[config.mk]
export PLATFORM = sky130hd
export DESIGN_NAME = mono_video_colorizer
export DESIGN_NICKNAME = d
export VERILOG_FILES = /design/src/rtl/mono_video_pkg.sv /design/src/rtl/mono_palette_ram.sv /design/src/rtl/mono_video_colorizer.sv
export SDC_FILE = /design/constraint.sdc
export NUM_CORES = 1
export LEC_CHECK = 0
export BUFFER_PORTS_ARGS = -buffer_cell sky130_fd_sc_hd__buf_2
export CAP_MARGIN = 10
export CORE_MARGIN = 2
export CORE_UTILIZATION = 59
export DETAILED_ROUTE_END_ITERATION = 7
export GPL_TIMING_DRIVEN = 0
export MAX_ROUTING_LAYER = met4
export PLACE_DENSITY_LB_ADDON = 0.2
export SYNTH_ARGS = -nofsm -noshare
export SYNTH_HDL_FRONTEND = slang
export SYNTH_HIERARCHICAL = 1
export SYNTH_SLANG_ARGS = --single-unit
[constraint.sdc]
create_clock -name clk_sys -period 3.8 [get_ports clk_sys]
set_clock_uncertainty 0.2 [all_clocks]
set_input_delay 0.57 -clock clk_sys [delete_from_list [all_inputs] [get_ports clk_sys]]
set_output_delay 0.57 -clock clk_sys [all_outputs]
set_load 0.01 [all_outputs]
[src/rtl/mono_video_pkg.sv]
// Shared types and helpers for the monochrome video colouriser: scanline modes,
// the 6-bit reference tint palette and the per-channel scanline shade function.
package mono_video_pkg;

  typedef enum logic [1:0] {
    SL_NONE = 2'd0,
    SL_25   = 2'd1,
    SL_50   = 2'd2,
    SL_75   = 2'd3
  } scan_mode_e;

  localparam int SHADE_W    = 16;
  localparam int BASE_DEPTH = 6;

  // Reference palette in 6-bit {R,G,B}; entries past the named tints are white.
  function automatic logic [3*BASE_DEPTH-1:0] default_pal6(input int idx);
    case (idx)
      0:       return {6'h3F, 6'h3F, 6'h3F};
      1:       return {6'h0D, 6'h3F, 6'h0D};
      2:       return {6'h3F, 6'h33, 6'h00};
      3:       return {6'h10, 6'h3F, 6'h29};
      default: return {6'h3F, 6'h3F, 6'h3F};
    endcase
  endfunction

  function automatic logic [SHADE_W-1:0] shade(input logic [SHADE_W-1:0] v,
                                               input scan_mode_e        mode);
    case (mode)
      SL_25:   return v - (v >> 2);
      SL_50:   return v >> 1;
      SL_75:   return v >> 2;
      default: return v;
    endcase
  endfunction

endpackage

[src/rtl/mono_palette_ram.sv]
// Tint palette register file: reset-loaded defaults, one write port, async read.
// Zero read latency; writes take effect on the next clock, no backpressure.
module mono_palette_ram
  import mono_video_pkg::*;
#(
  parameter int NUM_TINTS   = 4,
  parameter int COLOR_DEPTH = 6,
  parameter int TSEL_W      = 2
) (
  input  logic                     clk_sys,
  input  logic                     reset_in,
  input  logic                     wr,
  input  logic [TSEL_W-1:0]        waddr,
  input  logic [3*COLOR_DEPTH-1:0] wdata,
  input  logic [TSEL_W-1:0]        raddr,
  output logic [3*COLOR_DEPTH-1:0] rdata
);

  localparam int ENTRY_W = 3 * COLOR_DEPTH;
  localparam int UP_SH   = (COLOR_DEPTH >= BASE_DEPTH) ? COLOR_DEPTH - BASE_DEPTH : 0;
  localparam int DN_SH   = (COLOR_DEPTH <  BASE_DEPTH) ? BASE_DEPTH - COLOR_DEPTH : 0;

  // Left-justify (or truncate) a 6-bit reference channel to COLOR_DEPTH bits.
  function automatic logic [COLOR_DEPTH-1:0] fit(input logic [BASE_DEPTH-1:0] v6);
    logic [31:0] w;
    w = (32'(v6) << UP_SH) >> DN_SH;
    return w[COLOR_DEPTH-1:0];
  endfunction

  function automatic logic [ENTRY_W-1:0] default_entry(input int idx);
    logic [3*BASE_DEPTH-1:0] p;
    p = default_pal6(idx);
    return {fit(p[17:12]), fit(p[11:6]), fit(p[5:0])};
  endfunction

  logic [ENTRY_W-1:0] mem [NUM_TINTS];

  always_ff @(posedge clk_sys or negedge reset_in) begin
    if (!reset_in) begin
      for (int i = 0; i < NUM_TINTS; i++) mem[i] <= default_entry(i);
    end else if (wr && (int'(waddr) < NUM_TINTS)) begin
      mem[waddr] <= wdata;
    end
  end

  assign rdata = (int'(raddr) < NUM_TINTS) ? mem[raddr] : '0;

endmodule

[src/rtl/mono_video_colorizer.sv]
// Tints an N-bit intensity stream via a programmable palette, adds scanline darkening.
// Latency 2 ce_pix; holds when ce_pix=0 (no backpressure). MONO_VIDEO_AFTERGLOW_EN adds glow.
module mono_video_colorizer
  import mono_video_pkg::*;
#(
  parameter int IN_BITS     = 1,
  parameter int COLOR_DEPTH = 6,
  parameter int NUM_TINTS   = 4,
  parameter int DECAY_SHIFT = 3,
  localparam int TSEL_W     = (NUM_TINTS > 1) ? $clog2(NUM_TINTS) : 1
) (
  input  logic                     clk_sys,
  input  logic                     reset_in,
  input  logic                     ce_pix,
  input  logic [IN_BITS-1:0]       pix_in,
  input  logic                     hs_in,
  input  logic                     vs_in,
  input  logic                     blank_in,
  input  logic [TSEL_W-1:0]        tint_sel,
  input  logic [1:0]               scanlines,
  input  logic                     pal_wr,
  input  logic [TSEL_W-1:0]        pal_addr,
  input  logic [3*COLOR_DEPTH-1:0] pal_data,
  output logic [COLOR_DEPTH-1:0]   r_out,
  output logic [COLOR_DEPTH-1:0]   g_out,
  output logic [COLOR_DEPTH-1:0]   b_out,
  output logic                     hs_out,
  output logic                     vs_out,
  output logic                     blank_out
);

  localparam int CD = COLOR_DEPTH;
  localparam int PW = COLOR_DEPTH + IN_BITS;

  if (IN_BITS < 1 || CD < 1 || CD > SHADE_W || DECAY_SHIFT < 0) begin : g_bad_cfg
    $error("mono_video_colorizer: unsupported parameter combination");
  end

  logic [IN_BITS-1:0] s1_pix;
  logic               s1_hs, s1_vs, s1_blank;
  logic [TSEL_W-1:0]  active_tint;
  logic               line_odd;
  logic [3*CD-1:0]    pal_rdata;
  logic               vs_rise, hs_rise;

  assign vs_rise = vs_in & ~s1_vs;
  assign hs_rise = hs_in & ~s1_hs;

  // Tint and line parity move only on ce_pix edges; vsync takes priority over hsync.
  always_ff @(posedge clk_sys or negedge reset_in) begin
    if (!reset_in) begin
      s1_pix      <= '0;
      s1_hs       <= 1'b0;
      s1_vs       <= 1'b0;
      s1_blank    <= 1'b0;
      active_tint <= '0;
      line_odd    <= 1'b0;
    end else if (ce_pix) begin
      s1_pix   <= pix_in;
      s1_hs    <= hs_in;
      s1_vs    <= vs_in;
      s1_blank <= blank_in;
      if (vs_rise) begin
        active_tint <= tint_sel;
        line_odd    <= 1'b0;
      end else if (hs_rise) begin
        line_odd <= ~line_odd;
      end
    end
  end

  mono_palette_ram #(
    .NUM_TINTS  (NUM_TINTS),
    .COLOR_DEPTH(CD),
    .TSEL_W     (TSEL_W)
  ) u_palette (
    .clk_sys (clk_sys),
    .reset_in(reset_in),
    .wr      (pal_wr),
    .waddr   (pal_addr),
    .wdata   (pal_data),
    .raddr   (active_tint),
    .rdata   (pal_rdata)
  );

  logic [CD-1:0] pal_ch   [3];
  logic [PW-1:0] prod     [3];
  logic [CD-1:0] scaled   [3];
  logic [CD-1:0] chan_val [3];
  logic [CD-1:0] color_d  [3];
  scan_mode_e    line_mode;

  always_comb begin
    line_mode = line_odd ? scan_mode_e'(scanlines) : SL_NONE;
    for (int c = 0; c < 3; c++) begin
      pal_ch[c] = pal_rdata[(2-c)*CD +: CD];
      prod[c]   = PW'(pal_ch[c]) * PW'(s1_pix);
      scaled[c] = (&s1_pix) ? pal_ch[c] : CD'(prod[c] >> IN_BITS);
    end
  end

`ifdef MONO_VIDEO_AFTERGLOW_EN
  logic [CD-1:0] glow_q [3];
  logic [CD:0]   decay  [3];
  logic          glow_clr;

  // Glow tracks the brighter of the new value and a decaying copy of itself.
  always_comb begin
    glow_clr = s1_blank | (s1_hs & ~hs_out);
    for (int c = 0; c < 3; c++) begin
      decay[c] = {1'b0, glow_q[c]} - {1'b0, glow_q[c] >> DECAY_SHIFT} - {{CD{1'b0}}, 1'b1};
      if (glow_clr)
        chan_val[c] = '0;
      else if (scaled[c] >= glow_q[c] || decay[c][CD] || decay[c][CD-1:0] < scaled[c])
        chan_val[c] = scaled[c];
      else
        chan_val[c] = decay[c][CD-1:0];
    end
  end

  always_ff @(posedge clk_sys or negedge reset_in) begin
    if (!reset_in) begin
      for (int c = 0; c < 3; c++) glow_q[c] <= '0;
    end else if (ce_pix) begin
      for (int c = 0; c < 3; c++) glow_q[c] <= chan_val[c];
    end
  end
`else
  always_comb begin
    for (int c = 0; c < 3; c++) chan_val[c] = scaled[c];
  end
`endif

  always_comb begin
    for (int c = 0; c < 3; c++)
      color_d[c] = s1_blank ? '0 : CD'(shade(SHADE_W'(chan_val[c]), line_mode));
  end

  always_ff @(posedge clk_sys or negedge reset_in) begin
    if (!reset_in) begin
      r_out     <= '0;
      g_out     <= '0;
      b_out     <= '0;
      hs_out    <= 1'b0;
      vs_out    <= 1'b0;
      blank_out <= 1'b0;
    end else if (ce_pix) begin
      r_out     <= color_d[0];
      g_out     <= color_d[1];
      b_out     <= color_d[2];
      hs_out    <= s1_hs;
      vs_out    <= s1_vs;
      blank_out <= s1_blank;
    end
  end

endmodule
== After elaboration in Yosys (flattened, before gate mapping) ==
Cells that the tools add are included.

* Output and inout port bits: 21
* Input port bits: 32
* Logic and storage cells: 57
* Register bits: 100

* $add $sub $neg: 3
* $mul: 3
* Order comparisons: 3
* Multiplexer cells: 18
* Eq/ne operators: 3
* Bitwise logic cells: 7
* Reductions and logical operators: 4

{| class="wikitable"
|+ Operators with widths
! cell !! count
|-
| 72-bit bitwise mux || 1
|-
| 18-bit 2-to-1 mux || 3
|-
| 6-bit case mux with 3 select lines || 3
|-
| 18-bit binary-select mux with 2-bit select || 1
|-
| 18-bit demux with 2-bit select || 1
|-
| 6-bit 2-to-1 mux || 6
|-
| 6-bit by 1-bit multiplier with 7-bit output || 3
|-
| 6-bit by 4-bit subtractor with 6-bit output || 3
|-
| 3-bit greater-or-equal comparator (second input constant) || 2
|-
| 2-bit NOT with 3-bit output || 2
|-
| 2-bit equality test (second input constant) || 2
|-
| 2-bit AND reduction || 2
|-
| 3-bit by 1-bit less-than comparator with 1-bit output (second input constant) || 1
|-
| 1-bit NOT || 3
|-
| 1-bit bitwise AND || 2
|-
| 2-bit by 1-bit equality test with 1-bit output (second input constant) || 1
|-
| 1-bit 2-to-1 mux || 2
|-
| 2-bit 2-to-1 mux || 1
|-
| 2-bit nonzero test || 1
|-
| 1-bit logical AND || 1
|}

== Depth between registers and ports, before layout ==
Gate-level depths: netlist of run 1.

* Depth in word-level cells: 9
* Depth in mapped cells: 11
* Gate-level depth less buffers: 9

== Hierarchy ==
The synthesis of run 1 kept the hierarchy.

{| class="wikitable"
|+ Modules (own cells, without submodules)
! module !! area each (µm²) !! cells each !! instances !! seq. area each (µm²)
|-
| mono_palette_ram || 3189.3 || 175 || 1 || 1864.3
|-
| mono_video_colorizer || 2178.3 || 247 || 1 || 700.7
|}

== Worst setup path after synthesis of run 1 ==
OpenSTA, ideal clock, no wires.

* Path kind: register to register
* Start: register active_tint[0]
* End: register b_out[4]
* Period minus slack after synthesis: 2932 ps
* Library setup time: 77 ps
* Path buffers: 2
* Setup slack: 868 ps
* Arrival time: 2655 ps
* Cell stages (with the launch flop): 12
* Data required time: 3523 ps
* Cell sequence: dfrtp_1 buf_4 buf_4 mux4_2 and2_1 ha_1 fa_1 nand2b_1 a21oi_1 xor2_1 nand2_1 a21oi_1

{| class="wikitable"
|+ RTL lines
! item !! line !! source
|-
| start, declared || mono_video_colorizer.sv:41 || <nowiki>logic [TSEL_W-1:0] active_tint;</nowiki>
|-
| start signal, assigned || mono_video_colorizer.sv:64 || <nowiki>active_tint <= tint_sel;</nowiki>
|-
| end signal, assigned || mono_video_colorizer.sv:150 || <nowiki>b_out <= color_d[2];</nowiki>
|-
| end, declared || mono_video_colorizer.sv:26 || <nowiki>output logic [COLOR_DEPTH-1:0] b_out,</nowiki>
|}

==> qor.log, run 1 <==
[status] run status complete, no violations
[global_routing] global router's overall resource usage 24.5%
[routing] count of TritonRoute iterations in the first routing pass 4
[power_and_ir_drop] worst vdd ir 246 uV
[timing] Setup violations, final 0
[finish] share of cells above drive strength 1 51.1%
[yosys] Yosys warnings 6
[critical_path] critical path, cell by cell clkbuf_1 > buf_2 > mux4_2 > and2_1 > ha_1 > fa_1 > nand2b_1 > a21oi_1 > xor2_1 > nand2_1 > a21oi_1
[yosys] Distinct cells, synth 41
[yosys] Syn Nets 469
[routing] drt wl/cell 18.5 um
[timing] maximum clock frequency 295 MHz
[floorplan] Die H 99.4 um
[hold_path] class of the worst hold path input pin to flip-flop
[global_routing] initial antenna violation count 0
[clock_tree] Post-CTS Setup Bufs 0
[critical_path] top fanout value on the critical path 10
[finish] post-layout net count 531
[clock_tree] total clock buffers created by CTS 9
[timing] RSZ-0062 raised after global routing no
[routing] total number of vias 3542
[global_routing] total global routing overflow 0
[critical_path] kind of critical path flip-flop to flip-flop
[global_routing] first-pass GRT wire length 18300 um
[timing] transition at the pin with the smallest max-transition slack 0.507 ns
[critical_path] delay of the slowest critical-path stage 0.41 ns
[routing] number of DRC markers after the initial detailed-route iteration 153
[clock_tree] clock edge transition at the registers on the reported setup and hold paths 0.10 ns
[yosys] Synth Instances 422
[clock_tree] clk buf depth 2
[global_routing] maximum number of pins on one net before global-route repair 78
[critical_path] worst path arrival time 3.47 ns
[yosys] Avg Synthesized Cell Area 12.7 sq um
[timing] clock period minus worst slack 3.39 ns
[placement] count of buffers inserted at the top-level ports 49
[finish] filler cell count in the final layout 647
[clock_tree] level count of the clock H-tree 3
[finish] antenna fix cells 0
[yosys] cell area after technology mapping 5370 sq um
[clock_tree] insertion delay to the later sink of the worst-skew pair 0.36 ns
[timing] Relative slew margins 66.2%
[placement] global placement routability congestion 0.898
[clock_tree] root buffer cell sky130_fd_sc_hd__clkbuf_8
[run] number of maximum-capacitance constraint violations 0
[floorplan] Chip Width 99.4 um
[floorplan] row cnt 34
[power_and_ir_drop] Pwr per Cell Area 545 nW/um^2
[finish] final core occ 68.1%
[floorplan] Ports 53
[timing] max-slew violations 0
[clock_tree] CTS tree done
[timing] Total Neg Setup Slack 0 ns
[floorplan] CORE AREA 8760 sq um
[floorplan] Starting Density 61.3%
[finish] P&R area growth vs syn 11.2%
[critical_path] kind of end point of the critical path flip-flop
[routing] via density per instance 5.93
[critical_path] most common cell type on the critical path sky130_fd_sc_hd__a21oi_1
[routing] total wire length 11000 um
[power_and_ir_drop] total power consumption of the routed design 0.00326 W
[placement] detailed-placement wirelength estimate 7960 um
[routing] post-route ant nets 0
[critical_path] required time of the critical path 3.88 ns
[yosys] portion of the post-synthesis area used by sequential elements 47.8%
[critical_path] startpoint type of the worst setup path flip-flop
[routing] drt drc 0
[yosys] #FFs+latches synth 100
[clock_tree] number of clock sinks 100
[critical_path] library cell contributing the largest single delay on the critical path sky130_fd_sc_hd__clkbuf_1
[timing] final hold viol count 0
[timing] period utilisation layout 89.2%
[global_routing] via count of the first global-routing pass 3649
[power_and_ir_drop] Static Leakage 2.56 nW
[floorplan] Die Footprint 9880 sq um
-- cell type report --
cell class,instances,area (sq um),area share [%]
clock inverters,6,52.6,0.881
multi-input cells,275,2530,42.5
flip-flops and latches,100,2560,43.0
plain buffers,25,186,3.12
repair buffers,51,285,4.78
well taps,108,135,2.26
inverters,22,82.6,1.38
clock buffers,10,128,2.14
-- cells by family (layout without fill, tap and decap cells) --
kind of cell               Yosys count  count (layout)  share of synthesized area, %
AOI/OAI and AO/OA                   71              71                          9.14
xor gates and xnor gates            12              12                          1.96
adders and majority gates           15              15                          3.92
buffers and inverters               47             114                          5.01
DFF                                100             100                          47.8
muxes                               99              99                          24.5
and+or+nand+nor                     78              78                          7.65
-- registers in the layout, indices dropped and copies added, names as in the netlist --
| signal | cells |
|---|---|
| u_palette/mem | 72 |
| b_out | 6 |
| g_out | 6 |
| r_out | 6 |
| active_tint | 2 |
| blank_out | 1 |
| hs_out | 1 |
| line_odd | 1 |
| s1_blank | 1 |
| s1_hs | 1 |
| s1_pix | 1 |
| s1_vs | 1 |
| vs_out | 1 |
-- cell usage after synthesis, drive strengths merged --
cell type,n,share of area [%]
a211oi,9,1.3
o21a,1,0.14
buf,23,3.1
xnor2,5,0.82
dfrtp,50,23
and2,6,0.70
o32ai,6,0.98
a31oi,1,0.12
nor3b,1,0.14
mux4,18,7.6
a221oi,6,0.98
a22o,5,0.82
a21o,4,0.56
o2bb2ai,3,0.49
nand2b,7,0.82
o21ai,12,1.2
dfstp,50,24
nand3,13,1.3
nand2,20,1.4
nand3b,7,1.3
fa,3,1.1
nor2,22,1.7
mux2,81,17
clkbuf,2,0.33
xor2,7,1.1
inv,22,1.5
nor2b,2,0.23
a21oi,19,2.0
o22ai,3,0.35
o21bai,2,0.28
ha,12,2.8
-- path summary, 6_finish.rpt --
| kind | startpoint | end | slack (ns) | cells after the start |
|---|---|---|---|---|
| max | active_tint[1] | b_out[4] | 0.41 | 11 |
| min in group asynchronous | reset_in | b_out[4] | 0.45 | 2 |
| min | tint_sel[0] | active_tint[0] | 0.23 | 2 |
| min reg2reg | r_out[5] | r_out[5] | 0.28 | 1 |
| max in group asynchronous | reset_in | u_palette/mem[9] | 2.25 | 3 |
| max reg2reg | active_tint[1] | b_out[4] | 0.41 | 11 |
-- timing repair --
item	in CTS	in global routing
hold buffers	1	0
resized for setup	0	0
endpoints found under the hold margin	23	0
-- critical path: cells and delay by family, from the launching register on --
kind | cells | cell delay (ns)
XOR/XNOR | 1 | 0.15
AO/OA/AOI/OAI | 2 | 0.31
buffers and inverters | 2 | 0.80
AND/OR/NAND/NOR | 3 | 0.46
flip-flops | 1 | 0.36
multiplexers | 1 | 0.39
adder cells (fa/ha/maj) | 2 | 0.64
-- cell usage in the layout, fill, tap and decap left out, types with 6 or more instances in the layout --
cell	instances
sky130_fd_sc_hd__and2_1	6
sky130_fd_sc_hd__nand2_1	19
sky130_fd_sc_hd__dfrtp_1	50
sky130_fd_sc_hd__o21ai_0	10
sky130_fd_sc_hd__dfstp_2	50
sky130_fd_sc_hd__nand3_1	12
sky130_fd_sc_hd__mux2_2	81
sky130_fd_sc_hd__buf_2	57
sky130_fd_sc_hd__a211oi_1	9
sky130_fd_sc_hd__o32ai_1	6
sky130_fd_sc_hd__a21oi_1	16
sky130_fd_sc_hd__mux4_2	18
sky130_fd_sc_hd__ha_1	12
sky130_fd_sc_hd__nand2b_1	7
sky130_fd_sc_hd__inv_1	22
sky130_fd_sc_hd__clkbuf_8	10
sky130_fd_sc_hd__xor2_1	7
sky130_fd_sc_hd__nor2_1	21
sky130_fd_sc_hd__buf_4	10
sky130_fd_sc_hd__a221oi_1	6
-- per-stage QoR --
stage / setup slack (ns) / instances / instance area, sq um / hold WS, ns
after CTS: 0.404 / 597 / 5970 / 0.217
after global placement: 0.495 / 579 / 5750 / 0.263
final: 0.412 / 597 / 5970 / 0.232
after floorplan: 0.868 / 422 / 5370 / 0.0744
after global routing: 0.244 / 597 / 5970 / 0.218
after detailed placement: 0.438 / 580 / 5780 / 0.268
-- routing by layer --
| layer | wire length [um] | up-vias | track usage (%) |
|---|---|---|---|
| met3 | 411 | 21 | 3.23 |
| met1 | 4900 | 1779 | 31.3 |
| met4 | 235 | 0 | 9.48 |
| met2 | 5470 | 93 | 40.2 |
| met5 | 0 | - | - |
| li1 | - | 1649 | - |
-- report_power, final --
part	switching, W	internal [W]	total [W]
registers	0.0000979	0.00134	0.00143
logic	0.000606	0.000575	0.00118
clock network	0.000390	0.000250	0.000641
No activity file was read; power rests on OpenSTA's default activity.
==> run 2: changes to the inputs <==
Settings changed: BUFFER_PORTS_ARGS -buffer_cell sky130_fd_sc_hd__buf_2 to -buffer_cell sky130_fd_sc_hd__buf_4.
==> qor.log, run 2 (synthesis results as in run 1) <==
[clock_tree] post-CTS sizing 0
[routing] top routing layer in use met4
[routing] count of TritonRoute iterations in the first routing pass 4
[clock_tree] clk buf depth 2
[finish] Non-Filler Instances 597
[routing] Routed met3 length 391 um
[routing] detailed-routing wirelength on met1 5080 um
[clock_tree] level count of the clock H-tree 3
[timing] Setup violations, final 0
[power_and_ir_drop] Static Leakage 2.61 nW
[timing] period utilisation layout 88.0%
[timing] max-slew violations 0
[critical_path] startpoint type of the worst setup path flip-flop
[status] run status complete, no violations
[floorplan] Die Footprint 9880 sq um
[timing] worst path setup slack after routing 0.457 ns
[floorplan] Ports 53
[placement] Cells after DPL 579
[critical_path] library cell contributing the largest single delay on the critical path sky130_fd_sc_hd__clkbuf_1
[timing] RSZ-0062 raised after global routing no
[finish] share of cells above drive strength 1 51.3%
[global_routing] total global routing overflow 0
[timing] maximum clock frequency 299 MHz
[routing] drt drc 0
[power_and_ir_drop] Sw Share 33.2%
[global_routing] initial antenna violation count 0
[timing] clock period minus worst slack 3.34 ns
[run] number of maximum-capacitance constraint violations 0
[routing] post-route ant nets 0
[global_routing] global router's overall resource usage 25.4%
[hold_path] class of the worst hold path input pin to flip-flop
[finish] P&R area growth vs syn 14.1%
[power_and_ir_drop] worst vdd ir 265 uV
[critical_path] delay of the slowest critical-path stage 0.43 ns
[timing] Relative slew margins 64.3%
[clock_tree] root buffer cell sky130_fd_sc_hd__clkbuf_8
[floorplan] Die H 99.4 um
[clock_tree] number of clock sinks 100
[placement] count of buffers inserted at the top-level ports 49
[placement] Setup Slack @ Placement 0.480 ns
[routing] number of DRC markers after the initial detailed-route iteration 142
[clock_tree] clock edge transition at the registers on the reported setup and hold paths 0.11 ns
[critical_path] required time of the critical path 3.91 ns
[routing] total wire length 11600 um
[floorplan] row cnt 34
[floorplan] Starting Density 61.3%
[critical_path] critical path, cell by cell clkbuf_1 > buf_2 > mux4_2 > and2_1 > ha_1 > fa_1 > nand2b_1 > a21oi_1 > xor2_1 > nand2_1 > a21oi_1
[critical_path] worst path arrival time 3.45 ns
[floorplan] Chip Width 99.4 um
[critical_path] most common cell type on the critical path sky130_fd_sc_hd__a21oi_1
[clock_tree] insertion delay to the later sink of the worst-skew pair 0.37 ns
[routing] met2 layer wire length in the routed design 5890 um
[finish] register with the most flip-flops u_palette/mem
[timing] transition at the pin with the smallest max-transition slack 0.536 ns
[critical_path] kind of end point of the critical path flip-flop
[clock_tree] total clock buffers created by CTS 9
[routing] total number of vias 3549
[power_and_ir_drop] Pwr per Cell Area 554 nW/um^2
[global_routing] maximum number of pins on one net before global-route repair 101
[routing] via density per instance 5.94
[power_and_ir_drop] cell internal power dissipation 0.00227 W
[finish] antenna fix cells 0
[finish] post-layout net count 531
[power_and_ir_drop] clock share of power 21.7%
[critical_path] top fanout value on the critical path 10
[power_and_ir_drop] Seq pwr share 42.4%
[timing] Total Neg Setup Slack 0 ns
[finish] most frequent standard cell in the layout excluding fill and tap cells sky130_fd_sc_hd__mux2_2
[floorplan] CORE AREA 8760 sq um
[critical_path] kind of critical path flip-flop to flip-flop
[power_and_ir_drop] Net Switching 0.00113 W
[clock_tree] Post-CTS Setup Bufs 0
[placement] detailed-placement wirelength estimate 8270 um
[finish] flip-flop count of the largest register after layout 72
[global_routing] via count of the first global-routing pass 3697
[clock_tree] CTS tree done
[routing] drt wl/cell 19.4 um
[placement] global placement routability congestion 0.912
[timing] final hold viol count 0
[finish] commonest non-fill, non-tap cells in the layout sky130_fd_sc_hd__mux2_2, sky130_fd_sc_hd__buf_4, sky130_fd_sc_hd__dfrtp_1, sky130_fd_sc_hd__dfstp_2, sky130_fd_sc_hd__inv_1
[clock_tree] hold buffer count at cts 0
[power_and_ir_drop] fraction of power consumed by combinational cells 35.9%
[global_routing] first-pass GRT wire length 18900 um
## run 2: cell types whose count changed in the layout (fill, tap and decap cells not counted)
cell,delta
sky130_fd_sc_hd__buf_2,-48
sky130_fd_sc_hd__buf_4,+48
sky130_fd_sc_hd__bufinv_16,+1
sky130_fd_sc_hd__clkbuf_1,-1
sky130_fd_sc_hd__clkinv_4,+1
sky130_fd_sc_hd__clkinv_8,+1
sky130_fd_sc_hd__clkinvlp_4,-1
sky130_fd_sc_hd__inv_6,-2
sky130_fd_sc_hd__inv_8,+1
## run 2: path summary, 6_finish.rpt
check,start,to,slack (ns),cells past startpoint
setup / recovery,active_tint[1],b_out[4],0.46,11
hold / removal,blank_in,s1_blank,0.23,2
setup reg to reg,active_tint[1],b_out[4],0.46,11
hold reg to reg,r_out[5],r_out[5],0.29,1
max in group asynchronous,reset_in,u_palette/mem[46],2.19,3
min in group asynchronous,reset_in,b_out[3],0.49,2
## run 2: cell type report
class,instances,area (sq um)
clock inverter,7,93.8
clock buffer,9,124
tap,108,135
multi-input combinational,275,2530
buffer,25,186
timing repair buffer,51,405
sequential,100,2560
inverter,22,82.6
fill,660,2640
## run 2: stage by stage
| stage | power, W | area, sq um | hold slack, ns | utilization (%) |
|---|---|---|---|---|
| 4_1_cts | 0.00341 | 6090 | 0.218 | 69.5 |
| 6_report | 0.00339 | 6130 | 0.230 | 69.9 |
| 2_1_floorplan | 0.00232 | 5370 | 0.0744 | - |
| 3_3_place_gp | 0.00261 | 5870 | 0.270 | 67.0 |
| 5_1_grt | 0.00359 | 6130 | 0.221 | 69.9 |
| 3_5_place_dp | 0.00267 | 5870 | 0.275 | 67.0 |
## run 2: routing by layer
layer,up-vias,track usage [%]
li1,1657,-
met5,-,-
met1,1794,32.9
met2,82,41.9
met3,16,2.88
met4,0,8.64
## run 2: power by group through the flow
stage	logic (W)	clock network (W)	registers (W)
2_1_floorplan	0.000869	0	0.00145
3_3_place_gp	0.00117	0	0.00144
3_5_place_dp	0.00121	0	0.00146
4_1_cts	0.00121	0.000756	0.00144
5_1_grt	0.00133	0.000790	0.00146
6_report	0.00122	0.000738	0.00144
## run 2: critical path, delay by kind of cell (launching register included)
family | cells | cell delay [ns]
DFF | 1 | 0.36
xor gates and xnor gates | 1 | 0.15
adders and majority gates | 2 | 0.63
AOI/OAI and AO/OA | 2 | 0.28
buffers and inverters | 2 | 0.82
and+or+nand+nor | 3 | 0.45
muxes | 1 | 0.38
==> run 3: changes to the inputs <==
Settings changed: CORE_UTILIZATION 59 to 54.
Clock period 3.8 ns to 3 ns, I/O delays scaled along.
==> qor.log, run 3 (synthesis results as in run 1) <==
[clock_tree] root buffer cell sky130_fd_sc_hd__clkbuf_8
[global_routing] maximum number of pins on one net before global-route repair 101
[hold_path] class of the worst hold path input pin to flip-flop
[timing] transition at the pin with the smallest max-transition slack 0.377 ns
[routing] count of TritonRoute iterations in the first routing pass 4
[finish] filler cell count in the final layout 793
[global_routing] via count of the first global-routing pass 3734
[routing] number of DRC markers after the initial detailed-route iteration 146
[floorplan] Chip Width 104 um
[hold_path] Min-Delay Path Depth 2
[floorplan] Die Footprint 10800 sq um
[clock_tree] clock edge transition at the registers on the reported setup and hold paths 0.11 ns
[finish] antenna fix cells 0
[power_and_ir_drop] worst vdd ir 355 uV
[global_routing] total global routing overflow 0
[floorplan] Die H 104 um
[global_routing] initial antenna violation count 0
[finish] flip-flop count of the largest register after layout 72
[finish] share of cells above drive strength 1 55.8%
[floorplan] row cnt 36
[timing] Setup violations, final 0
[routing] total number of vias 3563
[routing] drt wl/cell 18.2 um
[critical_path] worst path arrival time 2.97 ns
[timing] period utilisation layout 96.9%
[finish] P&R area growth vs syn 16.9%
[finish] most frequent standard cell in the layout excluding fill and tap cells sky130_fd_sc_hd__mux2_2
[placement] detailed-placement wirelength estimate 7980 um
[critical_path] kind of critical path flip-flop to flip-flop
[clock_tree] number of clock sinks 100
[timing] Relative slew margins 74.9%
[timing] max-slew violations 0
[run] number of maximum-capacitance constraint violations 0
[clock_tree] clk buf depth 2
[floorplan] Ports 53
[routing] via density per instance 5.67
[finish] register with the most flip-flops u_palette/mem
[placement] global placement routability congestion 0.875
[clock_tree] level count of the clock H-tree 3
[finish] commonest non-fill, non-tap cells in the layout sky130_fd_sc_hd__mux2_2, sky130_fd_sc_hd__buf_4, sky130_fd_sc_hd__dfstp_2
[timing] worst hold slack 0.101 ns
[floorplan] Starting Density 55.2%
[critical_path] kind of end point of the critical path flip-flop
[timing] final hold viol count 0
[critical_path] startpoint type of the worst setup path flip-flop
[finish] post-layout net count 537
[timing] maximum clock frequency 344 MHz
[floorplan] CORE AREA 9730 sq um
[clock_tree] insertion delay to the later sink of the worst-skew pair 0.38 ns
[placement] count of buffers inserted at the top-level ports 49
[power_and_ir_drop] Static Leakage 2.66 nW
[power_and_ir_drop] Pwr per Cell Area 696 nW/um^2
[clock_tree] CTS tree done
[routing] post-route ant nets 0
[status] run status complete, no violations
[critical_path] r2r worst-path depth 12
[finish] final core occ 64.5%
[critical_path] top fanout value on the critical path 7
[routing] drt drc 0
[global_routing] first-pass GRT wire length 18400 um
[timing] clock period minus worst slack 2.91 ns
[global_routing] global router's overall resource usage 22.4%
[routing] total wire length 11400 um
[critical_path] required time of the critical path 3.06 ns
[clock_tree] total clock buffers created by CTS 9
==> run 3: changes by cell type in the layout (fill, tap and decap cells not counted), moves of 3 or more <==
| cell | previous run | this run |
|---|---|---|
| sky130_fd_sc_hd__and2_1 | 6 | 3 |
| sky130_fd_sc_hd__fa_1 | 3 | 0 |
| sky130_fd_sc_hd__fa_2 | 0 | 3 |
| sky130_fd_sc_hd__a21oi_1 | 16 | 10 |
| sky130_fd_sc_hd__buf_4 | 58 | 64 |
| sky130_fd_sc_hd__nand2_1 | 19 | 15 |
| sky130_fd_sc_hd__nand2_2 | 1 | 5 |
| sky130_fd_sc_hd__and2_4 | 0 | 3 |
| sky130_fd_sc_hd__a21oi_2 | 3 | 9 |
==> run 3: repair_timing <==
item | in CTS | in global routing
setup endpoints to repair | 14 | 6
hold buffers | 0 | 1
resized for setup | 12 | 12
setup buffers | 5 | 2
pin swaps | 0 | 2
endpoints found under the hold margin | 0 | 20
==> run 3: path summary, 6_finish.rpt <==
path | start | endpoint | slack (ns)
worst max-delay path | active_tint[0] | g_out[4] | 0.09
worst min-delay path | tint_sel[0] | active_tint[0] | 0.10
worst max register to register | active_tint[0] | g_out[4] | 0.09
worst min register to register | g_out[5] | g_out[5] | 0.30
max in group asynchronous | reset_in | u_palette/mem[34] | 1.60
min in group asynchronous | reset_in | b_out[1] | 0.30
==> run 3: critical path, stage by stage (launching register included) <==
cell and delay, ns:
sky130_fd_sc_hd__dfrtp_1 0.42, sky130_fd_sc_hd__buf_8 0.15, sky130_fd_sc_hd__buf_12 0.14, sky130_fd_sc_hd__buf_4 0.13, sky130_fd_sc_hd__mux4_2 0.35, sky130_fd_sc_hd__nand2_1 0.11, sky130_fd_sc_hd__ha_1 0.23, sky130_fd_sc_hd__fa_2 0.35
sky130_fd_sc_hd__nand2b_1 0.17, sky130_fd_sc_hd__a21oi_2 0.13, sky130_fd_sc_hd__xnor2_1 0.13, sky130_fd_sc_hd__o21bai_1 0.09, sky130_fd_sc_hd__a22o_1 0.20
==> run 3: final cells by class <==
class | count | area [sq um] | area share [%]
plain buffers | 24 | 205 | 3.27
inverters | 22 | 82.6 | 1.32
clock inverters | 7 | 86.3 | 1.38
repair buffers | 58 | 458 | 7.30
well taps | 133 | 166 | 2.65
flip-flops and latches | 100 | 2570 | 40.9
clock buffers | 9 | 124 | 1.97
multi-input cells | 275 | 2580 | 41.2
==> run 3: power breakdown <==
part           total (W)  switching (W)  internal, W
clock network   0.000898       0.000558     0.000340
registers        0.00183       0.000137      0.00169
logic            0.00164       0.000800     0.000836
==> run 3: routing by layer <==
| metal | share of wire, % | vias to the layer above | track usage [%] |
|---|---|---|---|
| met5 | 0 | - | - |
| met4 | 0.89 | 0 | 6.47 |
| met3 | 3.7 | 8 | 3.40 |
| met2 | 50 | 70 | 37.1 |
| met1 | 45 | 1817 | 28.9 |
| li1 | - | 1668 | - |
==> run 3: through the flow <==
| step | TNS [ns] | setup slack (ns) | instances | area, sq um | total power (W) |
|---|---|---|---|---|---|
| 2_1_floorplan | 0 | 0.0680 | 422 | 5370 | 0.00293 |
| 3_3_place_gp | -1.77 | -0.329 | 604 | 5900 | 0.00331 |
| 3_5_place_dp | -2.24 | -0.383 | 604 | 5900 | 0.00337 |
| 4_1_cts | 0 | 0.00571 | 624 | 6180 | 0.00434 |
| 5_1_grt | -0.00775 | -0.00775 | 628 | 6270 | 0.00462 |
| 6_report | 0 | 0.0934 | 628 | 6270 | 0.00436 |
